--- src/rtl/riscv_pkg.sv ---
// Shared RISC-V core definitions: datapath width, canonical NOP encoding,
// and the instruction-memory loader state encoding.
// Ports: none (package).
package riscv_pkg;

  localparam int XLEN = 32;

  // addi x0, x0, 0
  localparam logic [31:0] INSTR_NOP = 32'h0000_0013;

  typedef enum logic [2:0] {
    IDLE = 3'd0,
    LOAD = 3'd1,
    PAD  = 3'd2,
    DONE = 3'd3,
    ERR  = 3'd4
  } imem_ldr_state_t;

endpackage

--- src/rtl/imem_loader_word_packer.sv ---
// Little-endian byte-to-word assembler; word_valid is combinational with the
// 4th accepted byte, and word_data then carries the complete word.
// Ports: clk/rst_n (sync active-low), clr, byte_en/byte_data in, word_valid/word_data out.
module imem_loader_word_packer (
  input  logic        clk,
  input  logic        rst_n,
  input  logic        clr,
  input  logic        byte_en,
  input  logic [7:0]  byte_data,
  output logic        word_valid,
  output logic [31:0] word_data
);

  logic [1:0]  cnt;
  logic [31:0] acc_q;

  // Merge the incoming byte into its lane so the full word is available in
  // the same cycle the last byte arrives.
  always_comb begin
    word_data = acc_q;
    word_data[8*cnt +: 8] = byte_data;
    word_valid = byte_en && (cnt == 2'd3);
  end

  always_ff @(posedge clk) begin
    if (!rst_n) begin
      cnt   <= 2'd0;
      acc_q <= 32'd0;
    end else if (clr) begin
      cnt <= 2'd0;
    end else if (byte_en) begin
      acc_q <= word_data;
      cnt   <= cnt + 2'd1;
    end
  end

endmodule

--- src/rtl/imem_loader.sv ---
// Boot loader: streams bytes into instruction memory words, then pads the
// remaining memory with NOPs while holding the core.
// Ports: clk/rst_n (sync active-low), start/len request, s_valid/s_ready/s_data
// byte stream, wr_en/wr_addr/wr_data memory write, core_hold/busy/done/err status.
module imem_loader
  import riscv_pkg::*;
#(
  parameter  int XLEN        = riscv_pkg::XLEN,
  parameter  int DEPTH_WORDS = 64,
  localparam int AW          = (DEPTH_WORDS <= 1) ? 1 : $clog2(DEPTH_WORDS)
) (
  input  logic          clk,
  input  logic          rst_n,
  input  logic          start,
  input  logic [AW:0]   len,
  input  logic          s_valid,
  output logic          s_ready,
  input  logic [7:0]    s_data,
  output logic          wr_en,
  output logic [AW-1:0] wr_addr,
  output logic [31:0]   wr_data,
  output logic          core_hold,
  output logic          busy,
  output logic          done,
  output logic          err
);

  localparam logic [AW:0]   DEPTH_L   = (AW+1)'(DEPTH_WORDS);
  localparam logic [AW-1:0] LAST_ADDR = AW'(DEPTH_WORDS - 1);

  imem_ldr_state_t state, state_nxt;

  logic [AW:0]     len_q;
  logic [AW:0]     widx;      // words fully received so far
  logic            accept_start;
  logic            len_bad;
  logic            byte_acc;
  logic            word_vld;
  logic [31:0]     word_dat;
  logic            last_wr;
  logic            pad_last;
  logic [XLEN-1:0] nop_ext;

  assign nop_ext = XLEN'(INSTR_NOP);

  imem_loader_word_packer u_packer (
    .clk        (clk),
    .rst_n      (rst_n),
    .clr        (accept_start),
    .byte_en    (byte_acc),
    .byte_data  (s_data),
    .word_valid (word_vld),
    .word_data  (word_dat)
  );

  always_ff @(posedge clk) begin
    if (!rst_n) begin
      state <= IDLE;
    end else begin
      state <= state_nxt;
    end
  end

  always_comb begin
    state_nxt    = state;
    accept_start = start && ((state == IDLE) || (state == DONE) || (state == ERR));
    len_bad      = (len == '0) || (len > DEPTH_L);
    // Stop taking bytes once the last word is in, so the state can stay in
    // LOAD for the cycle that presents the final write.
    s_ready      = (state == LOAD) && (widx != len_q);
    byte_acc     = s_valid && s_ready;
    last_wr      = (state == LOAD) && wr_en && (widx == len_q);
    pad_last     = (state == PAD) && (wr_addr == LAST_ADDR);
    busy         = (state == LOAD) || (state == PAD);
    core_hold    = busy;
    done         = (state == DONE);
    err          = (state == ERR);

    case (state)
      IDLE, DONE, ERR: begin
        if (accept_start) begin
          state_nxt = len_bad ? ERR : LOAD;
        end
      end
      LOAD: begin
        if (last_wr) begin
          state_nxt = (len_q == DEPTH_L) ? DONE : PAD;
        end
      end
      PAD: begin
        if (pad_last) begin
          state_nxt = DONE;
        end
      end
      default: state_nxt = IDLE;
    endcase
  end

  // Writes are registered: each one is scheduled on the edge before the
  // cycle it is presented in, so the first NOP is launched while the last
  // loaded word is on the bus and PAD writes run back to back.
  always_ff @(posedge clk) begin
    if (!rst_n) begin
      wr_en   <= 1'b0;
      wr_addr <= '0;
      wr_data <= 32'd0;
      widx    <= '0;
      len_q   <= '0;
    end else begin
      wr_en <= 1'b0;
      if (accept_start && !len_bad) begin
        widx  <= '0;
        len_q <= len;
      end else if (word_vld) begin
        wr_en   <= 1'b1;
        wr_addr <= widx[AW-1:0];
        wr_data <= word_dat;
        widx    <= widx + 1'b1;
      end else if (last_wr && (len_q != DEPTH_L)) begin
        wr_en   <= 1'b1;
        wr_addr <= len_q[AW-1:0];
        wr_data <= nop_ext[31:0];
      end else if ((state == PAD) && !pad_last) begin
        wr_en   <= 1'b1;
        wr_addr <= wr_addr + 1'b1;
        wr_data <= nop_ext[31:0];
      end
    end
  end

endmodule
--- config.mk ---
export PLATFORM = sky130hd
export DESIGN_NAME = imem_loader
export DESIGN_NICKNAME = d
export VERILOG_FILES = /design/src/rtl/riscv_pkg.sv /design/src/rtl/imem_loader_word_packer.sv /design/src/rtl/imem_loader.sv
export SDC_FILE = /design/constraint.sdc
export NUM_CORES = 1
export LEC_CHECK = 0
export BUFFER_PORTS_ARGS = -buffer_cell sky130_fd_sc_hd__buf_2
export CAP_MARGIN = 20
export CORE_MARGIN = 10
export CORE_UTILIZATION = 51
export CTS_BUF_LIST = sky130_fd_sc_hd__clkbuf_16
export CTS_CLUSTER_DIAMETER = 120
export DETAILED_ROUTE_END_ITERATION = 8
export GPL_ROUTABILITY_DRIVEN = 0
export HOLD_SLACK_MARGIN = 0.08
export PLACE_DENSITY_LB_ADDON = 0.08
export SYNTH_ARGS = -nofsm -noshare
export SYNTH_HDL_FRONTEND = slang
export SYNTH_SLANG_ARGS = --single-unit
--- constraint.sdc ---
create_clock -name clk -period 2.1 [get_ports clk]
set_clock_uncertainty 0.2 [all_clocks]
set_input_delay 0.21 -clock clk [delete_from_list [all_inputs] [get_ports clk]]
set_output_delay 0.21 -clock clk [all_outputs]
set_load 0.02 [all_outputs]
; Word-level counts from Yosys, hierarchy flattened
; Cells that the tools add are included.
[totals]
reg_bits = 90
in_bits = 19
out_inout_bits = 44
wordCells = 72
[op_classes]
n_addsub = 4
order_cmp = 1
eq_ne = 13
shifts = 2
mux = 16
bitwise_logic = 3
n_reduce_logical = 25
[op_table]
columns = op, count
row1 = 32-bit two-way mux, 3
row2 = 5-bit negator with 34-bit output, 1
row3 = 8-bit by 34-bit variable shift with 32-bit output (first input constant), 1
row4 = 8-bit by 34-bit variable part select with 32-bit output, 1
row5 = 32-bit bitwise mux, 1
row6 = 6-bit two-way mux, 3
row7 = 3-bit two-way mux, 4
row8 = 1-bit logical AND, 10
row9 = 3-bit case mux with 3 select lines, 1
row10 = 7-bit by 1-bit adder with 7-bit output (second input constant), 1
row11 = 7-bit == test, 1
row12 = 7-bit == test (second input constant), 1
row13 = 7-bit > comparator (second input constant), 1
row14 = 7-bit logical NOT, 1
row15 = 7-bit != test, 1
row16 = 7-bit != test (second input constant), 1
row17 = 6-bit by 1-bit adder with 6-bit output (second input constant), 1
row18 = 3-bit by 2-bit == test with 1-bit output (second input constant), 2
row19 = 6-bit == test (second input constant), 1
row20 = 2-bit != test (second input constant), 3
row21 = 1-bit logical OR, 4
row22 = 1-bit two-way mux, 4
row23 = 2-bit AND reduction, 2
row24 = 2-bit OR reduction, 2
row25 = other kinds (10), 13

; Longest topological paths before layout
[logic_depth]
depth_word = 7
depth_mapped = 10
ltp_nobuf = 8

; By module
; Synthesis repeated with hierarchy kept, for this count alone.
[unflattened]
cells_unflattened = 455
hier_area_um2 = 4279.1
[by_module_without_submodules]
columns = mod, instances, cells_each, area_per_inst_um2, seq_area_each_um2
row1 = imem_loader, 1, 250, 2446.1, 1121.1
row2 = imem_loader_word_packer, 1, 205, 1833.0, 680.7

; Worst setup path before layout
; No wires, ideal clock.
[synth_timing]
path_type = register -> register
from = reg wr_addr[0]
to = reg wr_addr[2]
setup_ps = 117
t_arrival_ps = 2031
t_required_ps = 1783
path_slack_ps = -249
path_stages_with_launch = 9
path_buffers = 2
synth_period_minus_slack_ps = 2349
cell_sequence = dfxtp_1 -> ha_1 -> and3_1 -> and3_1 -> or3_1 -> and3_1 -> buf_6 -> buf_8 -> a32o_1
[synth_between]
elab_chain_len = 6
word_cells_on_any_way = 10
classes_between = 1 x add/sub / 1 x eq/ne / 3 x mux / 5 x reduce/logical
[synth_lines]
columns = element, line
row1 = from (decl), imem_loader.sv:20  ; output logic [AW-1:0] wr_addr,
row2 = from (signal assigned), imem_loader.sv:116  ; wr_addr <= widx[AW-1:0];
row3 = from (signal assigned), imem_loader.sv:121  ; wr_addr <= len_q[AW-1:0];
row4 = from (signal assigned), imem_loader.sv:125  ; wr_addr <= wr_addr + 1'b1;
row5 = branches (longest 6 deep; another with 6-bit by 1-bit adder with 6-bit output), -
; Several ways; the timed one is not identified. The select of a mux whose other input is x is not followed.
; A chain may end at the register's enable or synchronous reset.

; Worst setup path after layout
[layout_timing]
from = reg len_q[4]
to = reg wr_addr[2]
[layout_between]
elab_chain_len = 6
word_cells_on_any_way = 12
classes_between = 3 x eq/ne / 2 x mux / 7 x reduce/logical
[layout_lines]
columns = element, line
row1 = from (decl), imem_loader.sv:33  ; logic [AW:0] len_q;
row2 = from (signal assigned), imem_loader.sv:113  ; len_q <= len;
row3 = 7-bit != test, imem_loader.sv:70  ; s_ready = (state == LOAD) && (widx != len_q);
row4 = 1-bit logical AND, imem_loader.sv:70
row5 = 1-bit logical AND, imem_loader.sv:71  ; byte_acc = s_valid && s_ready;
row6 = 1-bit logical AND, imem_loader_word_packer.sv:22  ; word_valid = byte_en && (cnt == 2'd3);
row7 = 3-bit nonzero test (no source line), -
row8 = 2-bit AND reduction (no source line), -
; Parallel ways exist; a longest one is shown, timed or not.

==> results.py <==
metrics = {
    "finish": {
        "final_net_count": 583,
        "diodes": 0,
        "drive_above_1_share": 0.320,
        "signed_area_change_from_the_synthesized_netlist_to_the_final_layout_pct": 33.4,
        "fin_util": 0.696,
    },
    "yosys": {
        "synth_top_flop_cell": "dfxtp_1",
        "sequential_to_total_area_share_from_yosys_stat": 0.412,
        "compound_gate_fraction_of_synth_area": 0.210,
        "post_synth_arst_share": 0,
        "yosys.area.top_type": "dfxtp_1",
        "synth_fa_ha_area_frac": 0.0220,
        "ys_seq_elements": 82,
        "mean_instance_size_in_the_synthesized_netlist_um2": 8.90,
        "synthMostInstantiatedCell": "dfxtp_1",
        "synth_fp_nets": 474,
        "synth_largest_type_area_fraction": 0.412,
        "netlist_top_cells_count": "dfxtp_1 (82), nor2b_1 (57), nor2_1 (44)",
        "synth.mux.area_fraction": 0.0229,
        "synthesis.instances": 448,
        "largest_family_of_logic_cells_by_synthesized_area": "simple AND/OR/NAND/NOR gates",
        "post_synth_instance_area_um2": 3990,
        "synthXorXnorAreaFrac": 0.0414,
        "synth_enable_flop_cells": 0,
        "yosys_warnings": 0,
        "simple_gate_portion_of_the_synthesized_area": 0.236,
        "synth_top_cells_by_area": "dfxtp_1 (41%), nor2b_1 (8.9%), o211a_1 (6.8%)",
        "synth.lib_cells_used.distinct": 51,
    },
    "sta": {
        "final.period_utilization": 1.04,
        "timing.final.hold_violations": 0,
        "setup_slack_ns": -0.0869,
        "clock.fmax_mhz": 457,
        "rsz0062_at_grt": "yes",
        "tns_ns": -1.98,
        "post-route-min-period_ns": 2.19,
        "slew_headroom": 0.652,
        "tightestPinTransition_ns": 0.518,
        "holdWs_ns": 0.289,
        "finalSetupViolCount": 35,
        "finalMaxSlewViolations": 0,
    },
    "routing": {
        "routed_wirelength_mm": 10.8,
        "antenna_violating_nets_remaining": 0,
        "routedWlPerCell_um": 16.3,
        "vias": 3536,
        "via_per_inst": 5.33,
        "drc": 0,
        "drt_pass1_iterations": 5,
        "drtIter0Drc": 164,
    },
    "floorplanning": {
        "fp.coreArea_um2": 7650,
        "die_h_um": 108,
        "rows": 32,
        "start_util": 0.522,
        "num_io_pins": 63,
        "floorplan.die_area_um2": 11800,
        "die-width_um": 108,
    },
    "placement": {
        "dp_worst_setup_slack_ns": -0.115,
        "port_buffers": 62,
        "place_hpwl_mm": 7.34,
    },
    "power_and_ir_drop": {
        "pwr-share-seq": 0.461,
        "p_leak_nw": 2.50,
        "power.clock.fraction": 0.443,
        "power_density_nw_per_um2": 655,
        "vdd.ir_drop.worst_v": 0.000435,
        "swShare": 0.238,
        "fin_total_pwr_mw": 3.48,
        "power.internal_mw": 2.65,
        "share_comb_of_total_power": 0.096,
        "p_switching_mw": 0.829,
    },
    "setup_path": {
        "end_kind": "flop",
        "rrSetupSlack_ns": -0.09,
        "crit_arrival_ns": 2.22,
        "critical_path_type": "flop to flop",
        "timing.critical_path.required_ns": 2.13,
        "timing.critical_path.from_type": "flop",
        "crit_fanout": 5,
    },
    "job": {
        "count_of_maximum_capacitance_violations": 0,
    },
    "grt": {
        "grt_pass1_vias": 3455,
        "grt_first_pass_wirelength_mm": 17.0,
        "grt_start_max_net_pins": 64,
        "gr_util_all_layers": 0.181,
        "global_route.overflow_total": 0,
        "grt_antenna_before_repair": 0,
    },
    "cts": {
        "clock_insertion_delay_at_the_later_pin_of_the_skew_report_ns": 0.34,
        "clk_path_buf_depth": 2,
        "cts.sink_count": 82,
        "clock_tree.htree_level_count": 3,
        "clk_pin_slew_worst_paths_ns": 0.06,
        "cts_tree": "done",
        "tritoncts.num_buffers": 9,
        "buffer_type_at_the_clock_tree_root": "clkbuf_16",
    },
    "worst_hold_path": {
        "worstHoldPathType": "flop to flop",
    },
    "status": {
        "violations_in_the_final_reports": "setup timing",
        "status": "finished with violations",
    },
}
## layout make-up
class | instances | area, µm²
Fill cell | 619 | 2330
Inverter | 4 | 15.0
Clock buffer | 9 | 225
Clock inverter | 7 | 60.1
Tap cell | 102 | 128
Timing Repair Buffer | 131 | 958
Multi-Input combinational cell | 329 | 2270
Sequential cell | 82 | 1660
## placed cells by master (no fill, tap or decap), types with 3 or more instances in the layout
master	synthesis	routed
o21ai_1	2	3
a32o_1	5	5
nand4_1	4	4
xnor2_1	11	8
dfxtp_2	0	8
o21ai_0	8	6
and3_4	0	3
a21oi_2	10	20
nor2b_1	57	57
buf_4	2	44
dlygate4sd3_1	0	17
a21oi_1	43	33
mux2i_1	8	8
nor3_1	6	6
buf_12	1	5
xnor2_2	1	3
a32oi_1	6	6
ha_1	7	6
inv_1	4	5
nand2b_1	3	3
nor2_1	44	43
o211a_1	27	27
dfxtp_1	82	72
clkbuf_16	0	10
xor2_1	6	6
buf_2	6	62
o22ai_1	3	3
nand2_1	40	40
## through the flow
stage,std cells,instance area [µm²]
2_1_floorplan,448,4060
3_3_place_gp,624,4690
3_5_place_dp,624,4690
4_1_cts,661,5220
5_1_grt,664,5320
6_report,664,5320
## layer usage
metal / track usage / up-vias / routed length [µm]
met5: 0 / - / 0
li1: - / 1785 / -
met2: 0.306 / 82 / 5420
met3: 0.0410 / 12 / 501
met4: 0.0612 / 0 / 163
met1: 0.221 / 1657 / 4740
## sequential cells by signal, indices dropped and copies added, names as in the netlist
| signal | flops |
|---|---|
| wr_data | 32 |
| wr_addr | 6 |
| state | 3 |
| u_packer.cnt | 2 |
| u_packer.acc_q | 24 |
| widx | 7 |
| len_q | 7 |
| wr_en | 1 |
## power groups by stage
stage | clock (mW) | sequential [mW] | combinational [mW]
after floorplan | 0 | 1.64 | 0.185
after CTS | 1.56 | 1.61 | 0.323
after global routing | 1.62 | 1.61 | 0.366
final | 1.54 | 1.61 | 0.336
after global placement | 0 | 1.64 | 0.285
after detailed placement | 0 | 1.64 | 0.289
## what timing repair did
| item | 4_1_cts | 5_1_grt |
|---|---|---|
| hold buffers | 17 | 0 |
| endpoints found under the hold margin | 18 | 0 |
| pin swaps | 4 | 5 |
| setup buffers | 4 | 2 |
| cloned | 0 | 1 |
| gates resized for setup | 11 | 13 |
| setup endpoints to repair | 38 | 63 |
## cells by family after synthesis
kind of cell | count (synthesis)
adders and majority gates | 7
buffers and inverters | 37
and+or+nand+nor | 180
xor gates and xnor gates | 18
muxes | 9
AOI/OAI and AO/OA | 115
DFF | 82
## final timing paths
path,start,cells past startpoint,to
worst min register to register,u_packer.acc_q[0],1,u_packer.acc_q[0]
worst max-delay path,len_q[4],7,wr_addr[2]
worst min-delay path,u_packer.acc_q[0],1,u_packer.acc_q[0]
worst max register to register,len_q[4],7,wr_addr[2]
## critical path, cell delays in order, from the launching register on
cell,delay [ns]
dfxtp_4,0.35
or4b_4,0.54
o41ai_4,0.23
or3_4,0.19
buf_6,0.12
mux2i_1,0.18
o21ai_1,0.08
a32o_1,0.20
Power figures use the tool's default switching activity.
